`src/rtl/muldiv_seq.sv`:
```
// muldiv_seq: iterative 32-step shift-add multiply / restoring divide for the HI/LO path.
// Stalls the core while HI/LO are pending and strobes the 64-bit result into HI/LO.
// Optional feature macro: MULDIV_SIGNED_EN (signed MULT/DIV with a FIX sign-correction state).
module muldiv_seq #(
  parameter int unsigned WIDTH = 32
) (
  input  logic             clk,
  input  logic             rst,
  input  logic             start,
  input  logic             op_div,
  input  logic             op_signed,
  input  logic [WIDTH-1:0] a,
  input  logic [WIDTH-1:0] b,
  input  logic             mf_req,
  output logic             busy,
  output logic             stall,
  output logic             done,
  output logic             we_hilo,
  output logic [WIDTH-1:0] hi,
  output logic [WIDTH-1:0] lo
);

  localparam int unsigned CntW = $clog2(WIDTH);
  localparam logic [CntW-1:0] CntLast = CntW'(WIDTH - 1);

  typedef enum logic [1:0] {StIdle, StRun, StFix, StDone} state_e;

  state_e             state_q, state_d;
  logic [CntW-1:0]    cnt_q, cnt_d;
  // acc holds {hi, lo} of the product, or {remainder, quotient} while dividing
  logic [2*WIDTH-1:0] acc_q, acc_d;
  // multiplicand for MULT, divisor for DIV
  logic [WIDTH-1:0]   opnd_q, opnd_d;
  logic               div_q, div_d;
  logic               fix_q, fix_d;
  logic [WIDTH-1:0]   hi_q, lo_q;

  logic [WIDTH:0]     mul_sum;
  logic [WIDTH:0]     rem_sh;
  logic [WIDTH+1:0]   div_diff;
  logic [WIDTH-1:0]   a_mag, b_mag;

`ifdef MULDIV_SIGNED_EN
  localparam logic [WIDTH-1:0]   One  = WIDTH'(1);
  localparam logic [2*WIDTH-1:0] One2 = (2*WIDTH)'(1);
  logic neg_res_q, neg_res_d;
  logic neg_rem_q, neg_rem_d;
  logic a_neg, b_neg, div_zero;

  // Operand magnitudes on accept; a zero divisor keeps the raw dividend so hi = a
  always_comb begin
    a_neg    = op_signed & a[WIDTH-1];
    b_neg    = op_signed & b[WIDTH-1];
    div_zero = op_div & (b == '0);
    a_mag    = (a_neg && !div_zero) ? (~a + One) : a;
    b_mag    = b_neg ? (~b + One) : b;
  end
`else
  logic unused_signed;
  assign unused_signed = op_signed;

  // Unsigned-only build: operands pass straight through
  always_comb begin
    a_mag = a;
    b_mag = b;
  end
`endif

  // State register and datapath registers
  always_ff @(posedge clk) begin
    if (rst) begin
      state_q <= StIdle;
      cnt_q   <= '0;
      acc_q   <= '0;
      opnd_q  <= '0;
      div_q   <= 1'b0;
      fix_q   <= 1'b0;
      hi_q    <= '0;
      lo_q    <= '0;
`ifdef MULDIV_SIGNED_EN
      neg_res_q <= 1'b0;
      neg_rem_q <= 1'b0;
`endif
    end else begin
      state_q <= state_d;
      cnt_q   <= cnt_d;
      acc_q   <= acc_d;
      opnd_q  <= opnd_d;
      div_q   <= div_d;
      fix_q   <= fix_d;
      // HI/LO only change on the edge entering DONE
      if (state_d == StDone) begin
        hi_q <= acc_d[2*WIDTH-1:WIDTH];
        lo_q <= acc_d[WIDTH-1:0];
      end
`ifdef MULDIV_SIGNED_EN
      neg_res_q <= neg_res_d;
      neg_rem_q <= neg_rem_d;
`endif
    end
  end

  // Next-state logic
  always_comb begin
    state_d = state_q;
    unique case (state_q)
      StIdle:  if (start) state_d = StRun;
      StRun:   if (cnt_q == '0) state_d = fix_q ? StFix : StDone;
      StFix:   state_d = StDone;
      StDone:  state_d = StIdle;
      default: state_d = StIdle;
    endcase
  end

  // Iteration datapath: operand latch, shift-add / trial-subtract step, sign fix
  always_comb begin
    cnt_d    = cnt_q;
    acc_d    = acc_q;
    opnd_d   = opnd_q;
    div_d    = div_q;
    fix_d    = fix_q;
`ifdef MULDIV_SIGNED_EN
    neg_res_d = neg_res_q;
    neg_rem_d = neg_rem_q;
`endif
    mul_sum  = {1'b0, acc_q[2*WIDTH-1:WIDTH]} + {1'b0, opnd_q};
    rem_sh   = {acc_q[2*WIDTH-1:WIDTH], acc_q[WIDTH-1]};
    div_diff = {1'b0, rem_sh} - {2'b00, opnd_q};
    unique case (state_q)
      StIdle: begin
        if (start) begin
          cnt_d = CntLast;
          div_d = op_div;
          if (op_div) begin
            acc_d  = {{WIDTH{1'b0}}, a_mag};
            opnd_d = b_mag;
          end else begin
            acc_d  = {{WIDTH{1'b0}}, b_mag};
            opnd_d = a_mag;
          end
`ifdef MULDIV_SIGNED_EN
          fix_d     = op_signed & ~div_zero;
          neg_res_d = a_neg ^ b_neg;
          neg_rem_d = a_neg;
`else
          fix_d = 1'b0;
`endif
        end
      end
      StRun: begin
        if (cnt_q != '0) cnt_d = cnt_q - 1'b1;
        if (div_q) begin
          if (!div_diff[WIDTH+1]) begin
            acc_d = {div_diff[WIDTH-1:0], acc_q[WIDTH-2:0], 1'b1};
          end else begin
            acc_d = {rem_sh[WIDTH-1:0], acc_q[WIDTH-2:0], 1'b0};
          end
        end else if (acc_q[0]) begin
          acc_d = {mul_sum, acc_q[WIDTH-1:1]};
        end else begin
          acc_d = {1'b0, acc_q[2*WIDTH-1:1]};
        end
      end
`ifdef MULDIV_SIGNED_EN
      StFix: begin
        if (!div_q) begin
          if (neg_res_q) acc_d = ~acc_q + One2;
        end else begin
          if (neg_res_q) acc_d[WIDTH-1:0] = ~acc_q[WIDTH-1:0] + One;
          if (neg_rem_q) acc_d[2*WIDTH-1:WIDTH] = ~acc_q[2*WIDTH-1:WIDTH] + One;
        end
      end
`endif
      default: ;
    endcase
  end

  // Outputs
  always_comb begin
    busy    = (state_q != StIdle);
    done    = (state_q == StDone);
    we_hilo = done;
    stall   = busy & (mf_req | start);
    hi      = hi_q;
    lo      = lo_q;
  end

endmodule

```
`config.mk`:
```
export PLATFORM = sky130hd
export DESIGN_NAME = muldiv_seq
export DESIGN_NICKNAME = d
export VERILOG_FILES = /design/src/rtl/muldiv_seq.sv
export SDC_FILE = /design/constraint.sdc
export NUM_CORES = 1
export LEC_CHECK = 0
export BUFFER_PORTS_ARGS = -buffer_cell sky130_fd_sc_hd__buf_2
export CAP_MARGIN = 20
export CORE_MARGIN = 2
export CORE_UTILIZATION = 55
export CTS_BUF_LIST = sky130_fd_sc_hd__clkbuf_8
export CTS_CLUSTER_SIZE = 10
export DETAILED_ROUTE_END_ITERATION = 8
export PLACE_DENSITY = 0.76
export SYNTH_ARGS = -nofsm -noshare
export SYNTH_HDL_FRONTEND = slang
export SYNTH_SLANG_ARGS = --single-unit
```
`constraint.sdc`:
```
create_clock -name clk -period 9.59 [get_ports clk]
set_clock_uncertainty 0.1 [all_clocks]
set_input_delay 1.4385 -clock clk [delete_from_list [all_inputs] [get_ports clk]]
set_output_delay 1.4385 -clock clk [all_outputs]
set_load 0.03 [all_outputs]
```
# Word level (Yosys, flattened, before mapping)
# Index checks and enable logic that the tools add are counted.
op_classes:
  add_sub_neg: 3
  multipliers: 0
  div: 0
  magnitude_cmp: 0
  n_eq_ne: 6
  shifts: 0
  mux: 13
  bitwise_logic: 2
  n_reduce_logical: 7
op_table:
  columns: ["operator", "count"]
  rows:
  - ["64-bit 2-to-1 mux", 4]
  - ["64-bit one-hot mux with 2 select lines", 1]
  - ["32-bit 2-to-1 mux", 2]
  - ["33-bit by 32-bit subtractor with 34-bit output", 1]
  - ["32-bit by 32-bit adder with 33-bit output", 1]
  - ["5-bit 2-to-1 mux", 2]
  - ["5-bit one-hot mux with 2 select lines", 1]
  - ["2-bit one-hot mux with 4 select lines", 1]
  - ["2-bit == test (second input constant)", 3]
  - ["5-bit logical NOT", 1]
  - ["5-bit nonzero test", 1]
  - ["5-bit by 1-bit subtractor with 5-bit output (second input constant)", 1]
  - ["2-bit 2-to-1 mux", 2]
  - ["2-bit inequality test (second input constant)", 2]
  - ["2-bit nonzero test", 2]
  - ["3-bit AND reduction", 1]
  - ["2-bit by 1-bit == test with 1-bit output (second input constant)", 1]
  - ["2-bit logical NOT", 1]
  - ["2-bit AND reduction", 1]
  - ["1-bit bitwise AND", 1]
  - ["1-bit OR", 1]
totals:
  ff_bits: 168
  latch_bits: 0
  ramBits: 0
  rom_bits: 0
  inputBits: 70
  out_inout_bits: 68
  wordCells: 38
  mem_count: 0

# Depth between registers and ports, before layout
logic_depth:
  depth_word: 4
  ltp_mapped: 15
  mapped_depth_nobuf: 14

# Least setup slack after synthesis
# Ideal clock, no wire load.
synth_timing:
  path_type: "input port to output port"
  startpoint: "input start"
  endpoint: "output stall"
  arrival_time_ns: 1.866
  required_ns: 8.052
  path_slack_ns: 6.185
  stages: 2
  n_path_buf: 0
  cell_sequence: "nor2_1 -> nor2_1"
synth_between:
  elab_chain_len: 2
synth_rtl:
  columns: ["item", "line_no", "rtl"]
  rows:
  - ["from (decl)", "9", "input logic start,"]
  - ["1-bit OR", "183", "stall = busy & (mf_req | start);"]
  - ["1-bit bitwise AND", "183", null]
  - ["to (decl)", "16", "output logic stall,"]
# Every way passes these cells.

# Worst setup path after layout
layout_timing:
  startpoint: "register opnd_q[12]"
  endpoint: "register hi_q[21], in the netlist hi[21]"
layout_between:
  elab_chain_len: 4
  elab_cells_between_ends: 6
  classes_between: "2 x add/sub; 4 x mux"
layout_rtl:
  columns: ["item", "line_no", "rtl"]
  rows:
  - ["from (decl)", "33", "logic [WIDTH-1:0] opnd_q, opnd_d;"]
  - ["from (signal assigned)", "88", "opnd_q <= opnd_d;"]
  - ["33-bit by 32-bit subtractor with 34-bit output or 32-bit by 32-bit adder with 33-bit output (tied branches)", "128, 126", null]
  - ["64-bit 2-to-1 mux, on equally long branches", "153, 158", null]
  - ["64-bit 2-to-1 mux *", "152", "if (div_q) begin"]
  - ["64-bit one-hot mux with 2 select lines *", "129", "unique case (state_q)"]
  - ["to (signal assigned)", "93", "hi_q <= acc_d[2*WIDTH-1:WIDTH];"]
  - ["to (decl)", "36", "logic [WIDTH-1:0] hi_q, lo_q;"]
# Every way passes the cells marked *; elsewhere a longest branch is shown, timed or not.
# A chain may end at the register's enable or synchronous reset.

==> results.md <==
- Top Ports: 138
- Peak supply drop: 0.0963 mV
- CTS-repair resized insts: 0
- DR iter-0 viols: 742
- Setup crit end kind: flip-flop
- Die width: 148 um
- WHS Endpoint: cnt_q[4]$_SDFFE_PP0P_
- Run status: finished clean
- Initial antenna violation count: 0
- Vias per inst: 6.17
- Max cap viols: 0
- DR pass1 iterations: 7
- Worst r2r dst: hi[21]$_SDFFE_PP0N_
- Worst-Margin Slew: 1.00 ns
- Share of layout cells above drive strength 1: 0.180
- First-pass GRT wire length: 50,000 um
- Die height: 148 um
- Post-synthesis sequential area ratio: 0.295
- CTS Buffer Depth: 2
- Worst-path fanout max: 40
- Synth Flop Type: dfxtp_1
- Crit path setup slack, layout: 5.40 ns
- Synth Warn #: 0
- Post-Syn Nets: 1,528
- Non-Filler Instances: 1,735
- Sequential cell area: 3360 sq um
- LEAKAGE: 5.31 nW
- Max-slew violations: 0
- Reg2reg start: opnd_q[12]$_SDFFE_PP0P_
- Largest net degree at the start of global routing: 98
- PD cells: 174 nW/um^2
- Distinct cell type count of the synthesized netlist: 79
- Hold_buf cts: 0
- Clock latency on the worst-skew pair: 0.48 ns
- Multi-input gate area: 7430 sq um
- Clock Sinks: 168
- Synth top area cells: dfxtp_1 30%, ha_1 7.6%, a211oi_1 7.0%
- CTS tree: yes
- CP Data Required Time: 9.82 ns
- Top post-synthesis cells by count: 212 x nor2_1, 168 x dfxtp_1, 106 x a211oi_1
- GRT Resource Usage Total: 0.281
- Starting Density: 0.561
- Post-synth EDFFs: 0
- Top-area cell type share of the netlist area: 0.295
- Post-route setup TNS: 0 ns
- Number of global-route vias before repair: 9,832
- Clk root buf: clkbuf_8
- Min-delay src: cnt_q[4]$_SDFFE_PP0P_
- Place WS: 5.50 ns
- Hpwl dp: 22,700 um
- Mapped Cells: 1,387
- Final instance area: 12,500 sq um
- R2R depth: 12
- Fin nets: 1,594
- Cell area after placement: 12,100 sq um
- Post-Place Cells: 1,704
- Placer's final routability congestion estimate: 0.949
- R2R Setup Slk: 5.40 ns
- Synth Cell Area: 11,400 sq um
- Via count: 10,701
- Post-route ant nets: 0
- Die area: 21,900 sq um
- Num rows: 52
- Number of inserted diodes: 0
- RSZ-0062 raised after global routing: no
- Final Setup Violations: 0
- Grt total ovfl: 0
- Ys async rst share: 0
- Worst hold path depth: 2
- Arr. time, crit path: 4.42 ns
- Port bufs: 136
- Count leader, synth: nor2_1
- Avg Inst Size Synth: 8.21 sq um
- Relative slew slack: 0.332
- H-tree depth: 4
- Post-CTS Setup Inserts: 0
- Hold Crit Class: reg2reg
- Drt wl/cell: 18.0 um
- Seq cells post-synth: 168
- Fmax achieved: 239 MHz
- DRC Markers: 0
- Fillers: 1,876
- WL final: 31,200 um
- Core area: 20,300 sq um
- TritonCTS buffer count: 17
- Finished Core Util: 0.614
- Post-layout min period: 4.19 ns
- Synth area leader: dfxtp_1
- Final hold vios: 0
- Critical path class: reg2reg
- CP Launch Type: flip-flop
- Clk slew on worst S/H paths: 0.11 ns
- Final worst path period share: 0.437
- Area Overhead vs Synth: 9.55%
-- metrics by stage --
stage	total power [mW]	hold WS, ns
floorplan	1.46	0.355
global placement	1.65	0.363
detailed placement	1.66	0.376
CTS	2.17	0.391
global route	2.29	0.413
finish	2.17	0.392
-- layer usage --
metal	vias to the layer above	global-route usage	share of wire
met5	-	0	0
met4	0	0.0900	0.023
met3	46	0.0472	0.070
met2	378	0.439	0.44
met1	5022	0.397	0.46
li1	5255	-	-
-- worst max-delay path: stages, from the launching register on --
cell and delay (ns):
dfxtp_1 0.43, inv_1 0.07, ha_1 0.36, a21o_1 0.22, o21bai_1 0.20, nor3b_2 0.19
o31ai_1 0.35, nand4b_1 0.32, o21ai_4 0.53, buf_4 0.50, mux2_2 0.39, o2bb2ai_1 0.25
a211oi_1 0.11
-- flip-flops by register name, summed over array words and instances (netlist names) --
signal and count:
cnt_q 5, hi 32, lo 32, state_q 2, opnd_q 32, div_q 1
acc_q 64
-- cell usage in the layout (no fill, tap or decap), types with 7 or more instances in the layout --
master	instances
a32oi_1	15
nand4_1	11
mux2i_1	53
a21oi_1	84
nand3_1	9
nand2b_1	8
o21ai_1	10
a21o_1	22
nor2_1	211
clkbuf_8	17
nand2_1	100
a211oi_1	106
buf_4	9
dfxtp_1	167
nor2b_1	13
xor2_1	27
xnor2_1	25
o211ai_1	17
nor3_1	20
o221ai_1	7
ha_1	68
buf_2	135
a222oi_1	32
mux2_2	63
inv_1	55
o21ai_0	55
o21a_1	8
a31oi_1	8
-- how the worst max path moves through the flow --
stage,startpoint,to,slack [ns],cells past startpoint
2_1_floorplan,start,stall,6.19,2
3_3_place_gp,opnd_q[12]$_SDFFE_PP0P_,hi[21]$_SDFFE_PP0N_,5.51,12
3_5_place_dp,opnd_q[12]$_SDFFE_PP0P_,hi[21]$_SDFFE_PP0N_,5.50,12
4_1_cts,opnd_q[12]$_SDFFE_PP0P_,hi[21]$_SDFFE_PP0N_,5.47,12
5_1_grt,opnd_q[16]$_SDFFE_PP0P_,hi[22]$_SDFFE_PP0N_,5.14,13
6_report,opnd_q[12]$_SDFFE_PP0P_,hi[21]$_SDFFE_PP0N_,5.40,12
-- cell type report --
cell class                      instances  area share
Sequential cell                       168       0.270
Inverter                               57      0.0172
Tap cell                              270      0.0271
Clock buffer                           17      0.0188
Timing Repair Buffer                  144      0.0596
Clock inverter                         14      0.0120
Multi-Input combinational cell       1065       0.596
-- kinds of logic (layout without fill, tap and decap cells) --
family          after synthesis  in the layout  synth area share
compound gates              423            423             0.268
xor+xnor                     52             52            0.0400
fa+ha+maj                    71             71            0.0794
buf+inv                     154            232            0.0544
flops                       168            168             0.295
mux                         116            116             0.109
simple gates                403            403             0.153
-- where the power goes --
group	switching, mW	total (mW)	leakage (nW)	internal [mW]
sequential	0.0609	0.824	1.37	0.764
combinational	0.526	0.837	3.74	0.311
clock	0.316	0.511	0.197	0.195
total	0.903	2.17	5.31	1.27
No activity file was read; power rests on OpenSTA's default activity.
